**src/rtl/conv_job_scheduler_if.sv**
```systemverilog
// Job-queue and engine handshake bundle for conv_job_scheduler.
// slave: scheduler side; master: host plus engine side.
interface conv_job_scheduler_if #(
  parameter int ADDR_W = 12
);
  logic              job_valid;
  logic              job_ready;
  logic [ADDR_W-1:0] job_in_base;
  logic [ADDR_W-1:0] job_out_base;
  logic [ADDR_W-1:0] job_wt_addr;
  logic              abort;
  logic              clear_err;
  logic              eng_run;
  logic              eng_busy;
  logic [ADDR_W-1:0] eng_in_base;
  logic [ADDR_W-1:0] eng_out_base;
  logic [ADDR_W-1:0] eng_wt_addr;
  logic              done_pulse;
  logic [7:0]        done_count;
  logic              err_timeout;
  logic              sched_idle;

  modport slave (
    input  job_valid, job_in_base, job_out_base,
    input  job_wt_addr, abort, clear_err, eng_busy,
    output job_ready, eng_run, eng_in_base,
    output eng_out_base, eng_wt_addr, done_pulse,
    output done_count, err_timeout, sched_idle
  );

  modport master (
    output job_valid, job_in_base, job_out_base,
    output job_wt_addr, abort, clear_err, eng_busy,
    input  job_ready, eng_run, eng_in_base,
    input  eng_out_base, eng_wt_addr, done_pulse,
    input  done_count, err_timeout, sched_idle
  );
endinterface

```
**src/rtl/conv_job_scheduler.sv**
```systemverilog
// Job FIFO and run/busy sequencer for the XNOR-popcount conv engine.
// Ports: clk, reset (async, active high), bus (conv_job_scheduler_if.slave):
//   job_* push channel, abort, clear_err, eng_run/eng_busy handshake,
//   eng_* job config, done_pulse, done_count, err_timeout, sched_idle.
// Optional: `define CONV_SCHED_RUN_WDOG_EN adds a RUN-state watchdog.
module conv_job_scheduler #(
  parameter int DEPTH         = 4,
  parameter int ADDR_W        = 12,
  parameter int START_TIMEOUT = 15,
  parameter int RUN_TIMEOUT   = 4095
) (
  input logic             clk,
  input logic             reset,
  conv_job_scheduler_if.slave bus
);

  localparam int PW = $clog2(DEPTH);
  localparam int WW = $clog2(START_TIMEOUT + 1);
  localparam logic [PW:0]   CNT_FULL = (PW+1)'(DEPTH);
  localparam logic [WW-1:0] WAIT_LAST = WW'(START_TIMEOUT - 1);

  typedef enum logic [2:0] {
    S_IDLE, S_LAUNCH, S_WAIT, S_RUN, S_RETIRE, S_ERROR
  } state_t;

  state_t state;

  logic [ADDR_W-1:0] q_in  [DEPTH];
  logic [ADDR_W-1:0] q_out [DEPTH];
  logic [ADDR_W-1:0] q_wt  [DEPTH];
  logic [PW-1:0]     wr_ptr;
  logic [PW-1:0]     rd_ptr;
  logic [PW:0]       count;
  logic              full;
  logic              empty;
  logic              push;
  logic              pop;

  logic [WW-1:0]     wcnt;
  logic [ADDR_W-1:0] in_q;
  logic [ADDR_W-1:0] out_q;
  logic [ADDR_W-1:0] wt_q;
  logic              run_q;
  logic              done_q;
  logic [7:0]        done_cnt;
  logic              err_q;

`ifdef CONV_SCHED_RUN_WDOG_EN
  localparam int RW = $clog2(RUN_TIMEOUT + 1);
  localparam logic [RW-1:0] RUN_LAST = RW'(RUN_TIMEOUT - 1);
  logic [RW-1:0] rcnt;
`endif

  assign full  = (count == CNT_FULL);
  assign empty = (count == '0);

  // abort wins over both queue ports
  assign push = bus.job_valid & ~full & ~bus.abort;
  assign pop  = (state == S_IDLE) & ~empty
              & ~err_q & ~bus.abort;

  assign bus.job_ready    = ~full;
  assign bus.sched_idle   = (state == S_IDLE) & empty;
  assign bus.eng_run      = run_q;
  assign bus.eng_in_base  = in_q;
  assign bus.eng_out_base = out_q;
  assign bus.eng_wt_addr  = wt_q;
  assign bus.done_pulse   = done_q;
  assign bus.done_count   = done_cnt;
  assign bus.err_timeout  = err_q;

  always_ff @(posedge clk) begin
    if (push) begin
      q_in[wr_ptr]  <= bus.job_in_base;
      q_out[wr_ptr] <= bus.job_out_base;
      q_wt[wr_ptr]  <= bus.job_wt_addr;
    end
  end

  always_ff @(posedge clk or posedge reset) begin
    if (reset) begin
      wr_ptr <= '0;
      rd_ptr <= '0;
      count  <= '0;
    end else if (bus.abort) begin
      wr_ptr <= '0;
      rd_ptr <= '0;
      count  <= '0;
    end else begin
      if (push) wr_ptr <= wr_ptr + 1'b1;
      if (pop)  rd_ptr <= rd_ptr + 1'b1;
      case ({push, pop})
        2'b10:   count <= count + 1'b1;
        2'b01:   count <= count - 1'b1;
        default: count <= count;
      endcase
    end
  end

  always_ff @(posedge clk or posedge reset) begin
    if (reset) begin
      state    <= S_IDLE;
      wcnt     <= '0;
      in_q     <= '0;
      out_q    <= '0;
      wt_q     <= '0;
      run_q    <= 1'b0;
      done_q   <= 1'b0;
      done_cnt <= '0;
      err_q    <= 1'b0;
`ifdef CONV_SCHED_RUN_WDOG_EN
      rcnt     <= '0;
`endif
    end else begin
      run_q  <= 1'b0;
      done_q <= 1'b0;
      if (bus.clear_err) err_q <= 1'b0;
      if (bus.abort) begin
        state <= S_IDLE;
      end else begin
        unique case (state)
          S_IDLE: begin
            if (pop) begin
              in_q  <= q_in[rd_ptr];
              out_q <= q_out[rd_ptr];
              wt_q  <= q_wt[rd_ptr];
              run_q <= 1'b1;
              state <= S_LAUNCH;
            end
          end
          S_LAUNCH: begin
            wcnt  <= '0;
            state <= S_WAIT;
          end
          S_WAIT: begin
            wcnt <= wcnt + 1'b1;
            if (bus.eng_busy) begin
              state <= S_RUN;
`ifdef CONV_SCHED_RUN_WDOG_EN
              rcnt  <= '0;
`endif
            end else if (wcnt == WAIT_LAST) begin
              err_q <= 1'b1;
              state <= S_ERROR;
            end
          end
          S_RUN: begin
            // pulse and count land in the RETIRE cycle
            if (!bus.eng_busy) begin
              done_q <= 1'b1;
              if (done_cnt != 8'hFF)
                done_cnt <= done_cnt + 8'd1;
              state <= S_RETIRE;
            end
`ifdef CONV_SCHED_RUN_WDOG_EN
            else if (rcnt == RUN_LAST) begin
              err_q <= 1'b1;
              state <= S_ERROR;
            end else begin
              rcnt <= rcnt + 1'b1;
            end
`endif
          end
          S_RETIRE: state <= S_IDLE;
          S_ERROR: begin
            if (bus.clear_err) state <= S_IDLE;
          end
          default: state <= S_IDLE;
        endcase
      end
    end
  end

endmodule
```
**src/flat_wrapper.sv**
```systemverilog
// flat-port wrapper written by rule: the top's interface ports become plain ports
module conv_job_scheduler_flat 
#(
  parameter int DEPTH         = 4,
  parameter int ADDR_W        = 12,
  parameter int START_TIMEOUT = 15,
  parameter int RUN_TIMEOUT   = 4095
)
  (clk, reset, bus_job_valid, bus_job_in_base, bus_job_out_base, bus_job_wt_addr, bus_abort, bus_clear_err, bus_eng_busy, bus_job_ready, bus_eng_run, bus_eng_in_base, bus_eng_out_base, bus_eng_wt_addr, bus_done_pulse, bus_done_count, bus_err_timeout, bus_sched_idle);
  conv_job_scheduler_if #(.ADDR_W(ADDR_W)) bus_i ();
  input logic clk;
  input logic reset;
  input wire logic [$bits(bus_i.job_valid)-1:0] bus_job_valid;
  input wire logic [$bits(bus_i.job_in_base)-1:0] bus_job_in_base;
  input wire logic [$bits(bus_i.job_out_base)-1:0] bus_job_out_base;
  input wire logic [$bits(bus_i.job_wt_addr)-1:0] bus_job_wt_addr;
  input wire logic [$bits(bus_i.abort)-1:0] bus_abort;
  input wire logic [$bits(bus_i.clear_err)-1:0] bus_clear_err;
  input wire logic [$bits(bus_i.eng_busy)-1:0] bus_eng_busy;
  output wire logic [$bits(bus_i.job_ready)-1:0] bus_job_ready;
  output wire logic [$bits(bus_i.eng_run)-1:0] bus_eng_run;
  output wire logic [$bits(bus_i.eng_in_base)-1:0] bus_eng_in_base;
  output wire logic [$bits(bus_i.eng_out_base)-1:0] bus_eng_out_base;
  output wire logic [$bits(bus_i.eng_wt_addr)-1:0] bus_eng_wt_addr;
  output wire logic [$bits(bus_i.done_pulse)-1:0] bus_done_pulse;
  output wire logic [$bits(bus_i.done_count)-1:0] bus_done_count;
  output wire logic [$bits(bus_i.err_timeout)-1:0] bus_err_timeout;
  output wire logic [$bits(bus_i.sched_idle)-1:0] bus_sched_idle;
  assign bus_i.job_valid = bus_job_valid;
  assign bus_i.job_in_base = bus_job_in_base;
  assign bus_i.job_out_base = bus_job_out_base;
  assign bus_i.job_wt_addr = bus_job_wt_addr;
  assign bus_i.abort = bus_abort;
  assign bus_i.clear_err = bus_clear_err;
  assign bus_i.eng_busy = bus_eng_busy;
  assign bus_job_ready = bus_i.job_ready;
  assign bus_eng_run = bus_i.eng_run;
  assign bus_eng_in_base = bus_i.eng_in_base;
  assign bus_eng_out_base = bus_i.eng_out_base;
  assign bus_eng_wt_addr = bus_i.eng_wt_addr;
  assign bus_done_pulse = bus_i.done_pulse;
  assign bus_done_count = bus_i.done_count;
  assign bus_err_timeout = bus_i.err_timeout;
  assign bus_sched_idle = bus_i.sched_idle;
  conv_job_scheduler #(.DEPTH(DEPTH), .ADDR_W(ADDR_W), .START_TIMEOUT(START_TIMEOUT), .RUN_TIMEOUT(RUN_TIMEOUT)) u_core (.clk(clk), .reset(reset), .bus(bus_i));
endmodule
```
**config.mk**
```make
export PLATFORM = sky130hd
export DESIGN_NAME = conv_job_scheduler_flat
export DESIGN_NICKNAME = d
export VERILOG_FILES = /design/src/rtl/conv_job_scheduler_if.sv /design/src/rtl/conv_job_scheduler.sv /design/src/flat_wrapper.sv
export SDC_FILE = /design/constraint.sdc
export NUM_CORES = 1
export LEC_CHECK = 0
export CORE_ASPECT_RATIO = 1.25
export CORE_MARGIN = 3
export CORE_UTILIZATION = 40
export CTS_CLUSTER_SIZE = 28
export DETAILED_ROUTE_END_ITERATION = 8
export GPL_ROUTABILITY_DRIVEN = 0
export PLACE_DENSITY = 0.59
export SLEW_MARGIN = 10
export SYNTH_ARGS = -nofsm -noshare
export SYNTH_HDL_FRONTEND = slang
export SYNTH_SLANG_ARGS = --single-unit
export TNS_END_PERCENT = 5
```
**constraint.sdc**
```tcl
create_clock -name clk -period 3.1 [get_ports clk]
set_input_delay 0.62 -clock clk [delete_from_list [all_inputs] [get_ports clk]]
set_output_delay 0.62 -clock clk [all_outputs]
set_load 0.02 [all_outputs]
```
# Yosys cells after proc, flatten, opt, wreduce, memory -nomap -nowiden
# Memories as Yosys holds them, arrays and structs flattened. A register that Yosys moved wholly into a read port is not among the register bits.
# Index checks and enable logic that the tools add are counted.
[word_totals] reg_bits=25 mem_bits_rw=144 inputBits=42 output_inout_bits=49 word_cells=79 n_memories=3
[mem_list] name="u_core.q_in" words=4 word_bits=12 rd=1 rd_ports_with_merged_regs=1 write_ports=1 line_no="conv_job_scheduler.sv:28" rtl="logic [ADDR_W-1:0] q_in [DEPTH];"
[mem_list] name="u_core.q_out" words=4 word_bits=12 rd=1 rd_ports_with_merged_regs=1 write_ports=1 line_no="conv_job_scheduler.sv:29" rtl="logic [ADDR_W-1:0] q_out [DEPTH];"
[mem_list] name="u_core.q_wt" words=4 word_bits=12 rd=1 rd_ports_with_merged_regs=1 write_ports=1 line_no="conv_job_scheduler.sv:30" rtl="logic [ADDR_W-1:0] q_wt [DEPTH];"
[classes] add_sub_neg=6 n_eq_ne=13 n_mux=27 bitwise=11 n_reduce_logical=10
[ops] op="$mux 3" count=7
[ops] op="$pmux 3 s5" count=1
[ops] op="$mux 1" count=13
[ops] op="$add 8x1->8 const B" count=1
[ops] op="$mux 2" count=4
[ops] op="$ne 8x8->1 const B" count=1
[ops] op="$pmux 4 s2" count=1
[ops] op="$reduce_and 4->1" count=2
[ops] op="$and 1x1->1" count=6
[ops] op="$eq 3x2->1 const B" count=2
[ops] op="$eq 3x3->1 const B" count=2
[ops] op="$logic_not 3->1" count=2
[ops] op="$ne 3x3->1 const B" count=2
[ops] op="$pmux 3 s2" count=1
[ops] op="$reduce_bool 2->1" count=3
[ops] op="$not 1->1" count=5
[ops] op="$add 2x1->2 const B" count=2
[ops] op="$add 4x1->4 const B" count=1
[ops] op="$eq 4x4->1 const B" count=1
[ops] op="$ne 4x3->1 const B" count=1
[ops] op="$add 3x1->3 const B" count=1
[ops] op="$eq 3x1->1 const B" count=1
[ops] op="$ne 3x2->1 const B" count=1
[ops] op="$reduce_and 3->1" count=1
[ops] op="other kinds (5)" count=5

# Longest topological paths before layout
[logic_depth] ltp_word=8 depth_mapped=9 ltp_nobuf=8

# Least setup slack after synthesis
# No wires, ideal clock.
[synth_path] path_type="reg-to-reg" start="register u_core.count[2]" end="memory u_core.q_in[0][0], enable pin" setup_ps=397 arrival_time_ps=1941 required_time_ps=2703 path_slack_ps=763 path_stages_with_launch=5 n_path_buf=0 period_less_slack_ps=2337 path_cell_list="dfrtp_1 > or3b_1 > nand2_1 > nor2_1 > and2_1"
[synth_between] elab_chain_len=6
[synth_rtl] item="start, declared" line_no="conv_job_scheduler.sv:33" rtl="logic [PW:0] count;"
[synth_rtl] item="start signal, assigned" line_no="conv_job_scheduler.sv:93" rtl="2'b10: count <= count + 1'b1;"
[synth_rtl] item="start signal, assigned" line_no="conv_job_scheduler.sv:94" rtl="2'b01: count <= count - 1'b1;"
[synth_rtl] item="start signal, assigned" line_no="conv_job_scheduler.sv:95" rtl="default: count <= count;"
[synth_rtl] item="$eq 3x3->1" line_no="conv_job_scheduler.sv:54" rtl="assign full = (count == CNT_FULL);"
[synth_rtl] item="$not 1->1"
[synth_rtl] item="via bus_job_ready" line_no="flat_wrapper.sv:20" rtl="output wire logic [$bits(bus_i.job_ready)-1:0] bus_job_ready;"
[synth_rtl] item="$and 1x1->1 (2 in a row)" line_no="conv_job_scheduler.sv:58" rtl="assign push = bus.job_valid & ~full & ~bus.abort;"
[synth_rtl] item="$mux 1" line_no="conv_job_scheduler.sv:73" rtl="if (push) begin"
[synth_rtl] item="$mux 1 (implied by the code)" line_no="conv_job_scheduler.sv:74" rtl="q_in[wr_ptr] <= bus.job_in_base;"
[synth_rtl] item="end, declared" line_no="conv_job_scheduler.sv:28"
# The timed path passes the listed nets, and every way through them passes these cells.

# Final worst setup path
[layout_path] start="register u_core.count[0]" end="output bus_sched_idle"
[layout_between] elab_chain_len=2
[layout_rtl] item="$logic_not 3->1" line_no="conv_job_scheduler.sv:55" rtl="assign empty = (count == '0);"
[layout_rtl] item="$and 1x1->1" line_no="conv_job_scheduler.sv:63" rtl="assign bus.sched_idle = (state == S_IDLE) & empty;"
[layout_rtl] item="end, declared" line_no="flat_wrapper.sv:28" rtl="output wire logic [$bits(bus_i.sched_idle)-1:0] bus_sched_idle;"
# Every way passes these cells.

==> results by group <==
Pwr
  – Pint: 6.56 mW
  – Combinational fraction of design power: 0.286
  – Sw Ratio: 0.279
  – Static leakage: 3.62 nW
  – PD cells: about 900 nW/µm²
  – Worst vdd ir: 0.466 mV
  – Seq pwr share: 0.412
  – Psw: 2.53 mW
  – Clk pwr share: 0.301

Drt
  – Avg WL per Cell: 19.0 µm
  – Post-route DRC: 0
  – WL final: 15400 µm
  – Number of vias per cell: 5.02
  – Antenna Violating Nets Remaining: 0
  – Drt first-iter violations: ~180
  – DR pass1 iterations: 4
  – Vias: 4078

GRT
  – Largest net degree at the start of global routing: 62
  – Vias in the first global route: around 4.4k
  – Initial antenna violation count: 0
  – First-pass GRT wire length: 24500 µm
  – GRT Total Usage: 0.143
  – Grt total ovfl: 0

Layout
  – Area delta synth->final: 25.7%
  – Design Area, Final: 10200 µm²
  – Antenna fix cells: 0
  – Final cell count without fillers: 812
  – Fin util: 0.517
  – Share of cells above drive strength 1: 0.252
  – Filler cells: between 1.5k and 2k
  – Nets: 581

Synth
  – FF+latch count, synth: 205
  – Async set-reset flop share out of synthesis: 0.298
  – Yosys top cell area share: 0.534
  – Seq/Total Area, Yosys: 0.722
  – Synth Flop Type: edfxtp_1
  – Synth area leader: edfxtp_1
  – Yosys warning total: 0
  – Post-synth EDFFs: 144
  – Post-Syn Instances: about 420
  – Synth area leaders: edfxtp_1, dfrtp_1, mux4_2
  – Yosys cell types: 49
  – Mapped Nets: 469
  – Synth Area per Inst: 19.3 µm²
  – Cell Area, Synth: 8100 µm²

Critical path
  – CP endpoint kind: primary output
  – Worst setup path class: register to primary output
  – Slowest stage cell, crit path: clkdlybuf4s50_1
  – CP arrival: 2.31 ns
  – Critical Path Fanout Max: 7
  – Startpoint Class: register
  – Worst R2R Setup Slack: 0.58 ns
  – Worst R2R Path Depth: 8
  – CP cell instances: or3_4 > nor4_1 > clkdlybuf4s50_1
  – Worst stage delay on the critical path: 0.67 ns
  – Worst endpoint required time: 2.48 ns

Clock tree
  – Root Buffer Master: clkbuf_16
  – Clock buffer depth: 3
  – CTS Sinks: slightly above 200
  – Clock slew at reported path FFs: 0.06 ns
  – TritonCTS Buffers: 22
  – Post-CTS Setup Inserts: 0
  – Clock latency on the worst-skew pair: about 0.49 ns
  – H-tree levels: 1
  – PostCTS Resize Cnt: 0
  – Hold buffers post-CTS: 0
  – CTS tree: done

Floorplanning
  – Initial core utilization: 0.412
  – Total die area: about 22000 µm²
  – Die Y-Extent: 165 µm
  – Site Rows: 57
  – CORE AREA: 19700 µm²
  – I/O Pins: 91
  – Die Wd: 133 µm

Outcome
  – Status: completed

Placement
  – Place WS: 0.260 ns
  – DP HPWL: 9630 µm
  – Post-DP Area: around 9400 µm²
  – Port Buffers: 90
  – Number of placed cells counting well taps: 772

Timing
  – Final setup fails: 0
  – Post-layout min period: 2.93 ns
  – Worst Tran Pin Value: ~0.7 ns
  – Unrepaired setup endpoints after global routing: no
  – Slew Limit Fails: 0
  – Fmax: 341 MHz
  – Headroom to the max-slew limit: 0.538
  – Crit share post-route: 0.945
  – Setup ws final: 0.171 ns
  – Final Hold Viols: 0
  – Setup TNS: 0 ns
  – Final setup skew: 0.00542 ns

Run
  – Max-cap viol count: 0

Min path
  – HP Class: register to register
  – Hold-critical path depth: 1
[routing by layer]
| layer | track usage | vias to the layer above | part of all wire | wire (µm) |
|---|---|---|---|---|
| met2 | 0.261 | 93 | 0.54 | 8340 |
| met5 | 0 | - | 0 | 0 |
| met4 | 0.0388 | 0 | 0.017 | 255 |
| met3 | 0.0291 | 20 | 0.052 | 796 |
| li1 | - | 1862 | - | - |
| met1 | 0.175 | 2103 | 0.39 | 6030 |
[path summary, 6_finish.rpt]
path / start / end
worst max-delay path: u_core.count[0] / bus_sched_idle
worst min-delay path: u_core.bus.eng_in_base[3] / u_core.bus.eng_in_base[3]
worst max register to register: u_core.state[1] / u_core.count[2]
worst min register to register: u_core.bus.eng_in_base[3] / u_core.bus.eng_in_base[3]
max in group asynchronous: reset / u_core.rd_ptr[1]
min in group asynchronous: reset / u_core.bus.eng_wt_addr[7]
[cell type report]
class	instances	area [µm²]	share of cell area
clock inverters	10	153	0.0150
clock buffers	30	622	0.0611
multi-input cells	188	2100	0.206
well taps	265	332	0.0326
flip-flops and latches	205	5850	0.575
inverters	10	37.5	0.00369
repair buffers	104	1080	0.106
[registers in the layout (all words and copies together) (netlist names)]
| signal | cells |
|---|---|
| u_core.bus.eng_out_base | 12 |
| u_core.bus.done_count | 8 |
| u_core.q_wt | 48 |
| u_core.rd_ptr | 2 |
| u_core.count | 3 |
| u_core.bus.eng_wt_addr | 12 |
| u_core.bus.done_pulse | 1 |
| u_core.q_out | 48 |
| u_core.bus.eng_in_base | 12 |
| u_core.wr_ptr | 2 |
| u_core.q_in | 48 |
| u_core.state | 3 |
| u_core.wcnt | 4 |
| u_core.bus.eng_run | 1 |
| u_core.bus.err_timeout | 1 |
[cell usage after synthesis, types with 2 or more instances]
cell,number
buf_4,2
mux2_4,20
inv_1,10
or3_1,2
edfxtp_1,144
o21a_1,2
clkbuf_1,5
nor2b_1,2
o21ai_0,6
o2111ai_1,2
nand2b_1,5
a31oi_1,4
nand3_1,9
mux2_2,20
mux2i_1,3
buf_12,2
dfrtp_1,61
xor2_1,2
nand2_1,15
a21oi_1,8
o22ai_1,2
xnor2_1,4
and2_1,5
nor4_4,2
mux4_2,36
buf_2,4
ha_1,7
nor2_1,13
buf_6,2
[worst max-delay path, delay by kind of cell, from the launching register on]
kind                   cells  cell delay (ns)
AND/OR/NAND/NOR            2             0.69
flip-flops                 1             0.46
buffers and inverters      1             0.67
[power by group through the flow]
| stage | clock, mW | combinational [mW] | sequential [mW] |
|---|---|---|---|
| 2_1_floorplan | 0 | 1.51 | 3.97 |
| 3_3_place_gp | 0 | 2.61 | 3.80 |
| 3_5_place_dp | 0 | 2.66 | 3.81 |
| 4_1_cts | 2.83 | 2.66 | 3.76 |
| 5_1_grt | 2.94 | 2.79 | 3.82 |
| 6_report | 2.74 | 2.61 | 3.75 |
[kinds of logic (layout without fill, tap and decap cells)]
| family | count (synthesis) | after routing | synth area share |
|---|---|---|---|
| DFF | 205 | 205 | 0.722 |
| muxes | 79 | 79 | 0.169 |
| and+or+nand+nor | 64 | 64 | 0.0454 |
| AOI/OAI and AO/OA | 31 | 31 | 0.0244 |
| buffers and inverters | 26 | 154 | 0.0195 |
| adders and majority gates | 8 | 8 | 0.0133 |
| xor gates and xnor gates | 6 | 6 | 0.00649 |
[layout by cell type, fill, tap and decap left out, drive strengths merged, types with 2 or more instances in the layout]
master         count
nor2b              2
nor3               2
clkinv             6
o2111ai            2
dfrtp             61
or3                3
nand2b             5
nand2             16
a31oi              4
edfxtp           144
mux2i              3
and2               5
xor2               2
nor4               3
mux4              36
o22ai              2
clkbuf            30
o21ai              6
o21a               2
or2                2
inv               10
ha                 7
a21oi              8
clkdlybuf4s50     90
nand3              9
xnor2              4
nor2              14
bufinv             4
buf               14
mux2              40
[through the flow]
step	total power [mW]	hold WS, ns
5_1_grt	9.55	0.528
3_3_place_gp	6.40	0.492
3_5_place_dp	6.47	0.493
6_report	9.10	0.503
4_1_cts	9.26	0.510
2_1_floorplan	5.48	0.530
Power figures use the tool's default switching activity.
